[src/rtl/cache_ctrl_pkg.sv]
// Shared types and default sizes for the write-back data cache controller.
// Holds the controller state encoding and the default field widths.
package cache_ctrl_pkg;

    localparam int DEF_TAG_W   = 25;
    localparam int DEF_INDEX_W = 3;
    localparam int DEF_LINE_W  = 128;

    typedef enum logic [2:0] {
        IDLE,
        WRITE_BACK,
        MEM_READ,
        FILL,
        FLUSH_SCAN,
        FLUSH_WB,
        FLUSH_CLEAN,
        FLUSH_DONE
    } state_e;

endpackage

[src/rtl/cache_mem_handshake.sv]
// Busywait acknowledge tracker shared by every memory-request state.
// A request completes only after busywait has been seen high and then drops.
module cache_mem_handshake (
    input  logic clock,
    input  logic reset,
    input  logic req_active,
    input  logic mem_busywait,
    output logic req_done
);

    logic seen_busy_q;
    logic seen_busy_d;

    always_comb begin
        req_done    = req_active & seen_busy_q & ~mem_busywait;
        seen_busy_d = seen_busy_q | mem_busywait;
        // Clearing on completion re-arms the flag for a back-to-back request.
        if (!req_active || req_done) begin
            seen_busy_d = 1'b0;
        end
    end

    always_ff @(posedge clock) begin
        if (reset) begin
            seen_busy_q <= 1'b0;
        end else begin
            seen_busy_q <= seen_busy_d;
        end
    end

endmodule

[src/rtl/cache_ctrl_wb_flush.sv]
// Write-back, direct-mapped data cache controller with whole-cache flush.
// Handles clean/dirty misses and walks every index writing back dirty lines.
module cache_ctrl_wb_flush
    import cache_ctrl_pkg::*;
#(
    parameter int TAG_W   = DEF_TAG_W,
    parameter int INDEX_W = DEF_INDEX_W,
    parameter int LINE_W  = DEF_LINE_W
) (
    input  logic                       clock,
    input  logic                       reset,
    input  logic                       cpu_read,
    input  logic                       cpu_write,
    input  logic [TAG_W-1:0]           req_tag,
    input  logic [INDEX_W-1:0]         req_index,
    input  logic                       hit,
    input  logic                       victim_dirty,
    input  logic [TAG_W-1:0]           victim_tag,
    input  logic [LINE_W-1:0]          victim_data,
    input  logic                       flush_req,
    input  logic                       mem_busywait,
    output logic                       mem_read,
    output logic                       mem_write,
    output logic [TAG_W+INDEX_W-1:0]   mem_address,
    output logic [LINE_W-1:0]          mem_writedata,
    output logic                       busywait,
    output logic                       fill_en,
    output logic                       clean_en,
    output logic                       idx_sel,
    output logic [INDEX_W-1:0]         flush_index,
    output logic                       flush_done
);

    state_e               state_q,       state_d;
    logic [TAG_W-1:0]     miss_tag_q,    miss_tag_d;
    logic [INDEX_W-1:0]   miss_index_q,  miss_index_d;
    logic [TAG_W-1:0]     wb_tag_q,      wb_tag_d;
    logic [LINE_W-1:0]    wb_data_q,     wb_data_d;
    logic [INDEX_W-1:0]   flush_index_q, flush_index_d;

    logic mem_active;
    logic req_done;
    logic at_last;

    // Derived from state alone so the handshake does not loop back through the FSM.
    assign mem_active  = (state_q == WRITE_BACK) || (state_q == MEM_READ) || (state_q == FLUSH_WB);
    assign at_last     = (flush_index_q == {INDEX_W{1'b1}});
    assign flush_index = flush_index_q;

    cache_mem_handshake u_handshake (
        .clock        (clock),
        .reset        (reset),
        .req_active   (mem_active),
        .mem_busywait (mem_busywait),
        .req_done     (req_done)
    );

    always_comb begin
        state_d       = state_q;
        miss_tag_d    = miss_tag_q;
        miss_index_d  = miss_index_q;
        wb_tag_d      = wb_tag_q;
        wb_data_d     = wb_data_q;
        flush_index_d = flush_index_q;
        mem_read      = 1'b0;
        mem_write     = 1'b0;
        mem_address   = '0;
        mem_writedata = '0;
        busywait      = 1'b0;
        fill_en       = 1'b0;
        clean_en      = 1'b0;
        idx_sel       = 1'b0;
        flush_done    = 1'b0;

        case (state_q)
            IDLE: begin
                // CPU traffic wins over a pending flush in the same cycle.
                if (cpu_read || cpu_write) begin
                    if (!hit) begin
                        busywait     = 1'b1;
                        miss_tag_d   = req_tag;
                        miss_index_d = req_index;
                        if (victim_dirty) begin
                            wb_tag_d  = victim_tag;
                            wb_data_d = victim_data;
                            state_d   = WRITE_BACK;
                        end else begin
                            state_d   = MEM_READ;
                        end
                    end
                end else if (flush_req) begin
                    flush_index_d = '0;
                    state_d       = FLUSH_SCAN;
                end
            end

            WRITE_BACK: begin
                busywait      = 1'b1;
                mem_write     = 1'b1;
                mem_address   = {wb_tag_q, miss_index_q};
                mem_writedata = wb_data_q;
                if (req_done) begin
                    state_d = MEM_READ;
                end
            end

            MEM_READ: begin
                busywait    = 1'b1;
                mem_read    = 1'b1;
                mem_address = {miss_tag_q, miss_index_q};
                if (req_done) begin
                    state_d = FILL;
                end
            end

            FILL: begin
                busywait = 1'b1;
                fill_en  = 1'b1;
                state_d  = IDLE;
            end

            FLUSH_SCAN: begin
                busywait = 1'b1;
                idx_sel  = 1'b1;
                if (victim_dirty) begin
                    wb_tag_d  = victim_tag;
                    wb_data_d = victim_data;
                    state_d   = FLUSH_WB;
                end else if (at_last) begin
                    state_d = FLUSH_DONE;
                end else begin
                    flush_index_d = flush_index_q + INDEX_W'(1);
                end
            end

            FLUSH_WB: begin
                busywait      = 1'b1;
                idx_sel       = 1'b1;
                mem_write     = 1'b1;
                mem_address   = {wb_tag_q, flush_index_q};
                mem_writedata = wb_data_q;
                if (req_done) begin
                    state_d = FLUSH_CLEAN;
                end
            end

            FLUSH_CLEAN: begin
                busywait = 1'b1;
                idx_sel  = 1'b1;
                clean_en = 1'b1;
                if (at_last) begin
                    state_d = FLUSH_DONE;
                end else begin
                    flush_index_d = flush_index_q + INDEX_W'(1);
                    state_d       = FLUSH_SCAN;
                end
            end

            FLUSH_DONE: begin
                busywait      = 1'b1;
                idx_sel       = 1'b1;
                flush_done    = 1'b1;
                flush_index_d = '0;
                state_d       = IDLE;
            end

            default: begin
                state_d = IDLE;
            end
        endcase
    end

    always_ff @(posedge clock) begin
        if (reset) begin
            state_q       <= IDLE;
            miss_tag_q    <= '0;
            miss_index_q  <= '0;
            wb_tag_q      <= '0;
            wb_data_q     <= '0;
            flush_index_q <= '0;
        end else begin
            state_q       <= state_d;
            miss_tag_q    <= miss_tag_d;
            miss_index_q  <= miss_index_d;
            wb_tag_q      <= wb_tag_d;
            wb_data_q     <= wb_data_d;
            flush_index_q <= flush_index_d;
        end
    end

endmodule

[config.mk]
export PLATFORM = sky130hd
export DESIGN_NAME = cache_ctrl_wb_flush
export DESIGN_NICKNAME = d
export VERILOG_FILES = /design/src/rtl/cache_ctrl_pkg.sv /design/src/rtl/cache_mem_handshake.sv /design/src/rtl/cache_ctrl_wb_flush.sv
export SDC_FILE = /design/constraint.sdc
export NUM_CORES = 1
export LEC_CHECK = 0
export BUFFER_PORTS_ARGS = -buffer_cell sky130_fd_sc_hd__buf_4
export CAP_MARGIN = 25
export CORE_UTILIZATION = 40
export DETAILED_ROUTE_END_ITERATION = 6
export GPL_ROUTABILITY_DRIVEN = 0
export PLACE_DENSITY = 0.79
export SETUP_SLACK_MARGIN = 0.02
export SYNTH_ARGS = -nofsm -noshare
export SYNTH_HDL_FRONTEND = slang
export SYNTH_HIERARCHICAL = 1
export SYNTH_SLANG_ARGS = --single-unit
[constraint.sdc]
create_clock -name clock -period 2.58 [get_ports clock]
set_input_delay 0.258 -clock clock [delete_from_list [all_inputs] [get_ports clock]]
set_output_delay 0.258 -clock clock [all_outputs]
set_load 0.03 [all_outputs]
# Yosys cells after proc, flatten, opt, wreduce, memory -nomap -nowiden
# Cells that the tools add are included.
[word_totals] regBits=188 input_bits=189
[op_classes] n_addsub=1 eq_ne=19 mux=35 bitwise=5 n_reduce_logical=17
[ops] op="128-bit 2-to-1 mux" n=4
[ops] op="128-bit one-hot mux with 2 select lines" n=1
[ops] op="28-bit one-hot mux with 3 select lines" n=1
[ops] op="25-bit 2-to-1 mux" n=3
[ops] op="25-bit one-hot mux with 2 select lines" n=1
[ops] op="3-bit 2-to-1 mux" n=12
[ops] op="3-bit one-hot mux with 7 select lines" n=1
[ops] op="2-bit inequality test (second input constant)" n=8
[ops] op="3-bit equality test (second input constant)" n=5
[ops] op="3-bit one-hot mux with 4 select lines" n=1
[ops] op="3-bit inequality test (second input constant)" n=3
[ops] op="1-bit 2-to-1 mux" n=8
[ops] op="7-bit OR reduction" n=1
[ops] op="3-bit by 2-bit equality test with 1-bit output (second input constant)" n=2
[ops] op="3-bit AND reduction" n=2
[ops] op="6-bit AND reduction" n=1
[ops] op="2-bit OR reduction" n=3
[ops] op="1-bit logical OR" n=4
[ops] op="2-bit 2-to-1 mux" n=2
[ops] op="4-bit AND reduction" n=1
[ops] op="4-bit nonzero test" n=1
[ops] op="4-bit OR reduction" n=1
[ops] op="3-bit by 1-bit adder with 3-bit output (second input constant)" n=1
[ops] op="3-bit by 1-bit equality test with 1-bit output (second input constant)" n=1
[ops] op="7 further kinds" n=9

# Logic depth before layout (Yosys ltp)
[logic_depth] ltp_word=7 depth_mapped=9 depth_no_buf=7

# Hierarchy
# Netlist, hierarchy kept.
[by_module_without_submodules] mod="cache_ctrl_wb_flush" instances=1 cells_each=1030 area_per_inst_um2=7878.8 seq_area_each_um2=3743.6
[by_module_without_submodules] mod="cache_mem_handshake" instances=1 cells_each=3 area_per_inst_um2=38.8 seq_area_each_um2=20.0

# Worst setup path before layout
# Ideal clock, no wire load.
[synth_path] path_type="register to register" start="register state_q[0]" end="register state_q[1]" setup_time_ns=0.087 arrival_time_ns=2.287 required_time_ns=2.493 setup_slack_ns=0.206 path_stages_with_launch=10 synth_period_minus_slack_ns=2.374 cell_sequence="dfxtp_1 > clkbuf_1 > nor3b_2 > buf_2 > nand2b_1 > and3b_1 > or4b_2 > o21ai_0 > o211ai_1 > o31ai_1"
[synth_between] elab_chain_cells=7
[synth_rtl] item="start: declaration" line_no="cache_ctrl_wb_flush.sv:34" rtl="state_e state_q, state_d;"
[synth_rtl] item="start signal: assignment" line_no="cache_ctrl_wb_flush.sv:182" rtl="state_q <= state_d;"
[synth_rtl] item="3-bit by 1-bit equality test with 1-bit output / 3-bit by 2-bit equality test with 1-bit output (equally long branches)" line_no="cache_ctrl_wb_flush.sv:46" rtl="assign mem_active = (state_q == WRITE_BACK) || (state_q == MEM_READ) || (state_q == FLUSH_WB);"
[synth_rtl] item="1-bit logical OR" line_no="cache_ctrl_wb_flush.sv:46"
[synth_rtl] item="1-bit logical OR (*)" line_no="cache_ctrl_wb_flush.sv:46"
[synth_rtl] item="net mem_active" line_no="cache_ctrl_wb_flush.sv:41" rtl="logic mem_active;"
[synth_rtl] item="1-bit bitwise AND (*) (2 in series)" line_no="cache_mem_handshake.sv:15" rtl="req_done = req_active & seen_busy_q & ~mem_busywait;"
[synth_rtl] item="net req_done" line_no="cache_ctrl_wb_flush.sv:42" rtl="logic req_done;"
[synth_rtl] item="2-bit inequality test (no source line)"
[synth_rtl] item="6-bit AND reduction (no source line) (*)"
# Mark *: on every way through the listed nets, which the timed path passes. The rest lies on a longest branch.
# A chain may end at the register's enable or synchronous reset.

# Final worst setup path
[layout_path] start="register state_q[1]" end="output mem_address[22]"
[layout_between] elab_chain_cells=2
[layout_rtl] item="3-bit equality test (tied with other cells)" line_no="cache_ctrl_wb_flush.sv:75" rtl="case (state_q)"
[layout_rtl] item="28-bit one-hot mux with 3 select lines (*)" line_no="cache_ctrl_wb_flush.sv:75"
[layout_rtl] item="end: declaration" line_no="cache_ctrl_wb_flush.sv:24" rtl="output logic [TAG_W+INDEX_W-1:0] mem_address,"
# Mark *: on every way between the ends. The rest lies on a longest branch, timed or not.

==> key figures <==
Worst setup path
  – Worst Setup SP: state_q[1]
  – Critical Path End Type: primary output
  – Required @ worst endpoint: around 2.3 ns
  – WS Path Type: flip-flop to primary output
  – Crit path max fanout: 49
  – Crit path launch type: flip-flop
  – WP data arrival: 2.08 ns
  – RR Startpoint: state_q[2]

Route
  – First-pass detailed-route iteration total: 4
  – Drt initial violations: ~360
  – Routed via count: 7823
  – Final ANT Viol Nets: 0
  – # DRC: 0
  – Via density: 4.84
  – Routed wire per std cell: 14.2 µm
  – Drt total wl: 22.9 mm

Global route
  – Global Route Usage Sum: 0.219
  – Pin count of the biggest net entering global routing: 89
  – Antenna violations before repair: 1
  – Vias in the first global route: about 7200
  – Grt ovf: 0
  – First-pass GRT wire length: 35.6 mm

Layout
  – Nets: 1528
  – Share of cells above drive strength 1: 0.303
  – Post-layout util: 0.579
  – Leading cell types in the layout, fill and taps excluded: nand2_1, buf_4, a21oi_1, dfxtp_1, and2_1
  – Commonest non-fill, non-tap cell in the layout: nand2_1
  – Synth-to-Final Area Change: 42.3%
  – Post-route design area: 11300 µm²
  – Non-filler cells, final: approximately 1600

Place
  – Area after DPL: 10700 µm²
  – Port bufs: about 350
  – Hpwl dp: 15.5 mm
  – Placed insts: 1583

Synth
  – Part of the Yosys area used for sequential elements: 0.475
  – Syn Std Cell Area: around 8000 µm²
  – Top FF cell, synth: dfxtp_1
  – Post-Synthesis Cells: 1033
  – Warnings, synthesis: 6
  – Post-synth EDFFs: 0
  – Post-synthesis async set-or-reset flop share: 0
  – Share of the synthesized area in the top cell type: 0.475
  – Cell variety after synth: 41
  – Top cells by area, synth: dfxtp_1, nand2_1, a21oi_1
  – Cell taking the most area after synthesis: dfxtp_1
  – Syn Area/Cell: roughly 7.7 µm²
  – Syn Nets: ~1200
  – #FFs+latches synth: 188

Power
  – Psw: 0.00278 W
  – Clock power frac: 0.309
  – Seq pwr share: 0.417
  – Leakage: 4.86 nW
  – Cell Pwr Density: ~730 nW/µm²
  – Internal power: 0.00542 W
  – Combinational Power Share: 0.274
  – Switching Share: 0.339
  – Max IR drop VDD: between 0.4 and 0.5 mV

Timing
  – Max frequency: roughly 430 MHz
  – Setup violators final: 0
  – Fin crit share: 0.908
  – Final Max Slew Viols: 0
  – Least-Margin Pin Slew: ~0.89 ns
  – Final Skew: 0.00755 ns
  – Unrepaired setup endpoints after global routing: no
  – Final hold vios: 0
  – Worst slew margin: 0.406
  – Tmin final: 2.34 ns
  – Setup TNS: 0 ns

CTS
  – Worst skew pair latency: 0.42 ns
  – CTS Sinks: 188
  – Hold_buf cts: 0
  – Root Driver: clkbuf_16
  – Cts repair resizes: 2
  – Post-CTS Setup Inserts: 0
  – Worst-path clk slew: 0.07 ns
  – Max Root-Sink Buffers: 2
  – CTS buffer count: 17
  – CTS tree: built
  – CTS H-tree depth: 4

Floorplan
  – Die Span Y: around 140 µm
  – Row cnt: 51
  – Area of the core region: slightly below 20000 µm²
  – DIE WIDTH: ~140 µm
  – Die ar.: 20400 µm²
  – Initial Util: 0.407
  – Io pins: 355

Flow run
  – Total of max-cap violations: 0

Outcome
  – Status: finished, final reports clean

Hold path
  – Worst hold path startpoint: victim_data[16]
  – Hold WC Path Type: input port to flip-flop
==> power groups by stage <==
stage	combinational [W]	clock (W)	sequential, W
2_1_floorplan	0.00152	0	0.00341
3_3_place_gp	0.00223	0	0.00346
3_5_place_dp	0.00225	0	0.00348
4_1_cts	0.00226	0.00261	0.00342
5_1_grt	0.00246	0.00271	0.00346
6_report	0.00225	0.00253	0.00342
==> Yosys cell counts (2+ instances only) <==
cell type and n:
o21ai_0 2, buf_2 19, inv_1 3, buf_6 7, a21oi_1 186, dfxtp_1 188
a22o_1 27, nor2_1 8, o32ai_1 2, nand2_1 366, and2_1 129, nor2b_1 3
nor3_1 3, nand2b_1 4, nor3b_2 2, a32o_1 3, clkbuf_1 50, buf_4 6
or3_1 2, ha_1 2
==> critical path: stages (launching register included) <==
cell and delay, ns:
dfxtp_2 0.49, nand2b_2 0.26, clkinv_2 0.22, buf_12 0.25, a22o_1 0.24, buf_4 0.18
==> flip-flops by register name, indices dropped and copies added, names as in the netlist <==
signal / flops
flush_index: 3
miss_index_q: 3
miss_tag_q: 25
state_q: 3
u_handshake/seen_busy_q: 1
wb_data_q: 128
wb_tag_q: 25
==> final timing paths <==
path | to | slack [ns] | depth (start not counted)
max | mem_address[22] | 0.24 | 5
min reg2reg | wb_data_q[39] | 0.45 | 2
min | wb_data_q[16] | 0.07 | 3
max reg2reg | state_q[1] | 0.48 | 7
==> layout make-up <==
class                      count  area [µm²]
sequential                   188        3770
multi-input combinational    759        3750
clock inverter                11         110
tap                          265         332
inverter                       4        16.3
clock buffer                  20         447
timing repair buffer         367        2850
antenna                        1        2.50
fill                        1765        8200
==> metrics by stage <==
step	power [W]	hold WS, ns	setup slack [ns]
after CTS	0.00828	0.0496	0.122
after floorplan	0.00492	0.394	0.206
after global placement	0.00569	0.437	0.413
after global routing	0.00864	0.0561	0.131
final	0.00820	0.0680	0.238
after detailed placement	0.00573	0.442	0.343
==> routing by layer <==
metal | up-vias | wire (µm) | global-route usage
met5 | - | 0 | 0
li1 | 3948 | - | -
met3 | 31 | 2150 | 0.0805
met1 | 3563 | 9240 | 0.260
met2 | 281 | 11100 | 0.366
met4 | 0 | 434 | 0.0724
==> cell families (layout without fill, tap and decap cells) <==
family / Yosys count / count (layout) / share of synthesized area
buffers and inverters: 86 / 402 / 0.0533
and+or+nand+nor: 524 / 524 / 0.299
muxes: 1 / 1 / 0.00142
DFF: 188 / 188 / 0.475
AOI/OAI and AO/OA: 232 / 232 / 0.168
other: 0 / 1 / 0
adders and majority gates: 2 / 2 / 0.00316
No activity file was read; power rests on OpenSTA's default activity.
